===== src/rtl/cga_vga_output.sv =====
// VGA output stage behind the CGA scan doubler: regenerates a line-aligned VGA vsync,
// computes the active window and maps RGBI onto 2-bit-per-channel VGA colour.
module cga_vga_output #(
  parameter logic [9:0] H_START   = 10'd32,
  parameter logic [9:0] H_ACTIVE  = 10'd720,
  parameter logic [9:0] V_START   = 10'd76,
  parameter logic [9:0] V_ACTIVE  = 10'd400,
  parameter logic [9:0] VS_LINES  = 10'd2,
  parameter logic       HS_POS    = 1'b0,
  parameter logic       VS_POS    = 1'b0,
  parameter logic       BROWN_FIX = 1'b1
) (
  input  logic       clk,
  input  logic       reset,
  input  logic [3:0] dbl_video,
  input  logic       dbl_hsync,
  input  logic       cga_vsync,
  output logic [1:0] vga_r,
  output logic [1:0] vga_g,
  output logic [1:0] vga_b,
  output logic       vga_hsync,
  output logic       vga_vsync,
  output logic       blank
);

  // Window limits are formed in 11 bits so start + length cannot overflow.
  localparam logic [10:0] H_BEGIN = {1'b0, H_START};
  localparam logic [10:0] H_END   = {1'b0, H_START} + {1'b0, H_ACTIVE};
  localparam logic [10:0] V_BEGIN = {1'b0, V_START};
  localparam logic [10:0] V_END   = {1'b0, V_START} + {1'b0, V_ACTIVE};
  localparam logic [9:0]  CNT_MAX = 10'h3FF;

  logic [3:0] video_s1;
  logic       hsync_s1;
  logic       vsync_s1;
  logic       hsync_d;
  logic       vsync_d;

  logic [9:0] hcount;
  logic [9:0] vline;
  logic       arm;

  logic       hs_rise;
  logic       hs_fall;
  logic       vs_rise;
  logic       h_act;
  logic       v_act;
  logic       vs_on;
  logic       blank_next;
  logic [1:0] r_map;
  logic [1:0] g_map;
  logic [1:0] b_map;

  always_ff @(posedge clk or posedge reset) begin
    if (reset) begin
      video_s1 <= 4'h0;
      hsync_s1 <= 1'b0;
      vsync_s1 <= 1'b0;
      hsync_d  <= 1'b0;
      vsync_d  <= 1'b0;
    end else begin
      video_s1 <= dbl_video;
      hsync_s1 <= dbl_hsync;
      vsync_s1 <= cga_vsync;
      hsync_d  <= hsync_s1;
      vsync_d  <= vsync_s1;
    end
  end

  assign hs_rise = hsync_s1 & ~hsync_d;
  assign hs_fall = ~hsync_s1 & hsync_d;
  assign vs_rise = vsync_s1 & ~vsync_d;

  // Saturating counter: a missing hsync leaves the line blanked instead of wrapping.
  always_ff @(posedge clk or posedge reset) begin
    if (reset) begin
      hcount <= CNT_MAX;
    end else if (hs_fall) begin
      hcount <= 10'd0;
    end else if (hcount != CNT_MAX) begin
      hcount <= hcount + 10'd1;
    end
  end

  // A vsync rise only arms realignment; the line count restarts on the next hsync rise,
  // including one arriving in the same cycle as the vsync rise.
  always_ff @(posedge clk or posedge reset) begin
    if (reset) begin
      vline <= CNT_MAX;
      arm   <= 1'b0;
    end else if (hs_rise) begin
      if (arm || vs_rise) begin
        vline <= 10'd0;
      end else if (vline != CNT_MAX) begin
        vline <= vline + 10'd1;
      end
      arm <= 1'b0;
    end else if (vs_rise) begin
      arm <= 1'b1;
    end
  end

  assign h_act      = ({1'b0, hcount} >= H_BEGIN) && ({1'b0, hcount} < H_END);
  assign v_act      = ({1'b0, vline} >= V_BEGIN) && ({1'b0, vline} < V_END);
  assign vs_on      = (vline < VS_LINES);
  assign blank_next = ~(h_act & v_act);

  // Dark yellow is shown as brown by halving its green component.
  always_comb begin
    r_map = {video_s1[3], video_s1[0]};
    g_map = {video_s1[2], video_s1[0]};
    b_map = {video_s1[1], video_s1[0]};
    if (BROWN_FIX && (video_s1 == 4'b1100)) begin
      g_map = 2'b01;
    end
  end

  always_ff @(posedge clk or posedge reset) begin
    if (reset) begin
      vga_r     <= 2'b00;
      vga_g     <= 2'b00;
      vga_b     <= 2'b00;
      blank     <= 1'b1;
      vga_hsync <= ~HS_POS;
      vga_vsync <= ~VS_POS;
    end else begin
      vga_r     <= blank_next ? 2'b00 : r_map;
      vga_g     <= blank_next ? 2'b00 : g_map;
      vga_b     <= blank_next ? 2'b00 : b_map;
      blank     <= blank_next;
      vga_hsync <= hsync_s1 ^ ~HS_POS;
      vga_vsync <= vs_on ^ ~VS_POS;
    end
  end

endmodule


===== config.mk =====
export PLATFORM = sky130hd
export DESIGN_NAME = cga_vga_output
export DESIGN_NICKNAME = d
export VERILOG_FILES = /design/src/rtl/cga_vga_output.sv
export SDC_FILE = /design/constraint.sdc
export NUM_CORES = 1
export LEC_CHECK = 0
export BUFFER_PORTS_ARGS = -buffer_cell sky130_fd_sc_hd__buf_2
export CAP_MARGIN = 15
export CORE_MARGIN = 2
export CORE_UTILIZATION = 30
export DETAILED_ROUTE_END_ITERATION = 8
export SLEW_MARGIN = 10
export SYNTH_ARGS = -nofsm -noshare
export SYNTH_HDL_FRONTEND = slang
export SYNTH_SLANG_ARGS = --single-unit

===== constraint.sdc =====
create_clock -name clk -period 4.2 [get_ports clk]
set_input_delay 0.21 -clock clk [delete_from_list [all_inputs] [get_ports clk]]
set_output_delay 0.21 -clock clk [all_outputs]
set_load 0.03 [all_outputs]

Word level (Yosys, flattened, before mapping)

Cells that the tools add are included.

Flip-flop bits (word level): 38
Word-level logic and storage cells: 50
Output and inout port bits: 9
Input bits: 8

Reduce and logical (&&, ||, !) cells: 7
Bitwise logic cells: 9
Order comparisons: 5
$add $sub $neg: 2
Multiplexer cells: 10
Equality and inequality tests: 3

Operator list:

| kind                  | number |
|---|---|
| $mux 10               | 4 |
| $add 10x1->10 const B | 2 |
| $ne 10x10->1 const B  | 2 |
| $ge 10x6->1 const B   | 1 |
| $ge 10x7->1 const B   | 1 |
| $lt 10x10->1 const B  | 1 |
| $lt 10x2->1 const B   | 1 |
| $lt 10x9->1 const B   | 1 |
| $mux 2                | 4 |
| $reduce_bool 2->1     | 3 |
| $not 1->1             | 5 |
| $and 1x1->1           | 4 |
| $eq 4x4->1 const B    | 1 |
| $logic_and 1x1->1     | 2 |
| $mux 1                | 2 |
| $reduce_and 2->1      | 1 |
| $logic_or 1x1->1      | 1 |

Logic depth before layout (Yosys ltp)

Depth in word-level cells: 5
Depth in mapped cells: 5
Depth with buffers taken out: 5

Worst setup path after synthesis

OpenSTA, ideal clock, no wires.

Path type: flip-flop to flip-flop
Start: reg vline[0]
End: reg vline[3]
Cell stages (with the launch flop): 6
Buffers on the path: 0
Arrival time: 1,575 ps
Period minus slack after synthesis: 1,648 ps
Data required time: 4,127 ps
Library setup time: 73 ps
Slack: 2,552 ps
Cells stage by stage: dfstp_2 ha_1 and4_2 nand3_1 a31o_2 a21oi_1

Longest elaborated chain between the ends: 3
Elaborated cells on any way between the ends: 6
Those cells by class: add/sub (1); eq/ne (1); mux (2); reduce/logical (2)

Ends and longest elaborated chain:

| element                                       | line   | source |
|---|---|---|
| start, declared                               | 40     | `logic [9:0] vline;` |
| start signal, assigned                        | 95     | `vline <= vline + 10'd1;` |
| $add 10x1->10 or $ne 10x10->1 (tied branches) | 95, 94 |  |
| $mux 10 or $reduce_bool 2->1 (tied branches)  | n/a    |  |
| $mux 10 or $reduce_and 2->1 (tied branches)   | n/a    |  |

Parallel ways exist; a longest one is shown, timed or not. The select of a mux whose other input is x is not followed.
A chain may end at the register's enable or synchronous reset.

Worst setup path in the final report

Ends and elaborated chain as after synthesis.

==> run summary <==
setup repair bufs after CTS: 0
Slew headroom: 0.509
status: completed
top cells by count, synth: dfstp_2, nor2_1, dfrtp_1
largest net degree at the start of global routing: 38
count of pins over their slew limit: 0
top-area cell type share of the netlist area: 0.341
Die Wd: 80.9 µm
die height: 80.9 µm
clk buf depth: 2
total power: 885 µW
vias: 1342
Ports: 17
Slew @ Worst Pin: 734 ps
GPL Wtd Cong: 0.885
Internal: 671 µW
worst min-delay path class: input pin to async pin
root buffer cell: clkbuf_8
GRT Residual Overflow: 0
WP buf/inv: 0
Post-Syn Instances: 168
peak supply drop: 0.144 mV
via count of the first global-routing pass: 1320
Tcrit/Tclk final: 0.435
Highest Clock Rate: 547 MHz
Site Rows: 27
Initial DRC Count: 136
final hold slack: 24.6 ps
drt wl/cell: 13.3 µm
Setup WS pre-CTS: 2390 ps
Filler cells: 586
clk_skew: 5.31 ps
YS warnings: 0
DRC Markers: 0
Critical Path Fanout Max: 7
switching pwr: 214 µW
Post-DRT Antenna Nets: 0
final wirelength: 3440 µm
Core Region: 5610 µm²
Sink Count: 37
Critical Path AT: 2050 ps
proportion of power drawn by the clock network: 0.414
first-pass GRT wire length: 6110 µm
Max Cap Viol: 0
Worst setup SP type: register
Placed Instances: 251
DP HPWL: 2390 µm
Critical Path RT: 4420 ps
synthesized area: 1770 µm²
CTS tree: yes
Worst-path clk slew: 80 ps
Post-synth EDFFs: 0
Worst Slack Setup Final: 2370 ps
Resized cells post-CTS: 0
pwr dens: 431 nW/µm²
#FFs+latches synth: 37
Reg2Reg Setup Slack: 2370 ps
die area: 6540 µm²
final hold viol count: 0
setup total negative slack: 0 ps
switching portion of total power: 0.242
ratio of cells with drive above 1 in the final layout: 0.316
setup violators final: 0
count of unique library cells instantiated by Yosys: 48
Avg Cell Area, Syn: 10.5 µm²
via density per instance: 5.18
Final nets: 198
count leader, synth: dfstp_2
leakage power: 0.801 nW
syn nets: 180
crit end category: register
fin crit period: 1830 ps
CTS hold repair buffers: 0
Clock Latency Late Sink: 290 ps
all-layer global routing usage: 0.122
H-tree depth: 2
Comb pwr share: 0.096
Reg power frac: 0.489
Pre-antenna DRT Iters: 4
worst path cell trace: ha_1 -> and4_2 -> nand3_1 -> a31o_2 -> a21oi_1
starting density of the core: 0.316
RSZ-0062 raised after global routing: no
slowest cell on the critical path: dfstp_2
Async SR Flop Fraction: 1.00
Crit path max-delay family: flip-flops
CP max stage delay: 600 ps
Non-Filler Instances: 259
port buffer count: 16
number of antenna diodes: 0
Post-synth top flop: dfstp_2
worst setup path category: register to register
area grow syn2layout: 16.0%
cell taking the most area after synthesis: dfstp_2
Area contributors post-synth: dfstp_2, dfrtp_1, nor2_1, a21oi_1, ha_1
antenna violations before repair: 0
sequential share of the synthesized area: 0.539
cts bufs inserted: 5
==> worst paths after layout <==
kind / start / to / cells after the start
max reg2reg: vline[0] / vline[3] / 5
min reg2reg: vsync_s1 / vsync_d / 0
max in group asynchronous: reset / hcount[4] / 3
max: vline[0] / vline[3] / 5
min: reset / video_s1[1] / 3
min in group clk: dbl_hsync / hsync_s1 / 1
==> cells by family after synthesis <==
family / after synthesis / synth area share
adders and majority gates: 4 / 0.0282
muxes: 1 / 0.00565
AOI/OAI and AO/OA: 43 / 0.167
xor gates and xnor gates: 3 / 0.0148
and+or+nand+nor: 61 / 0.201
buffers and inverters: 19 / 0.0438
DFF: 37 / 0.539
==> flip-flops by register name, summed over array words and instances (netlist names) <==
name       count
vga_r          1
vga_b          2
hsync_s1       1
hcount        10
hsync_d        1
blank          1
vga_hsync      1
vsync_d        1
vga_g          2
arm            1
vga_vsync      1
vline         10
video_s1       4
vsync_s1       1
==> layout by cell type, fill, tap and decap left out, types with 2 or more instances in the layout <==
| cell | count |
|---|---|
| inv_1 | 13 |
| o31ai_1 | 2 |
| ha_1 | 4 |
| a211oi_1 | 3 |
| a31oi_1 | 4 |
| nor2b_1 | 2 |
| nor2_1 | 17 |
| and4_1 | 3 |
| a311oi_1 | 4 |
| nor3_1 | 7 |
| clkbuf_8 | 5 |
| xnor2_1 | 3 |
| and2_1 | 4 |
| nand4_1 | 3 |
| nand2_1 | 6 |
| and4_2 | 2 |
| o21ai_1 | 2 |
| nor3_2 | 2 |
| dfstp_2 | 23 |
| bufinv_16 | 2 |
| nand3_1 | 6 |
| a21oi_1 | 11 |
| dfrtp_1 | 14 |
| buf_2 | 16 |
| o21ai_0 | 4 |
==> per-layer routing <==
layer	vias to the layer above	track usage	wire length (µm)
met3	4	0.0311	183
met5	-	0	0
met4	0	0.0729	65
met2	40	0.183	1630
met1	650	0.158	1560
li1	648	-	-
==> through the flow <==
stage / instance area, µm² / util
floorplan: 1770 / -
global route: 2050 / 0.366
CTS: 2050 / 0.366
global placement: 1920 / 0.342
detailed placement: 1920 / 0.342
finish: 2050 / 0.366
==> worst register-to-register path, cell delays in order (launching register included) <==
cell	delay (ps)
dfstp_2	600
ha_1	280
and4_2	300
nand3_1	160
a31o_2	270
a21oi_1	150
==> area by class of cell <==
cell class | instances | area (µm²) | share of cell area
Inverter | 13 | 48.8 | 0.0238
Multi-Input combinational cell | 112 | 739 | 0.360
Sequential cell | 37 | 955 | 0.465
Timing Repair Buffer | 17 | 87.6 | 0.0426
Tap cell | 72 | 90.1 | 0.0438
Clock inverter | 3 | 65.1 | 0.0317
Clock buffer | 5 | 68.8 | 0.0335
==> power by group through the flow <==
stage / combinational [mW] / clock, mW / sequential, mW
after global placement: 0.0859 / 0 / 0.437
final: 0.0852 / 0.367 / 0.433
after detailed placement: 0.0871 / 0 / 0.439
after CTS: 0.0875 / 0.377 / 0.433
after floorplan: 0.0594 / 0 / 0.439
after global routing: 0.100 / 0.390 / 0.439
Note: power is estimated with default switching activity, not from simulation.
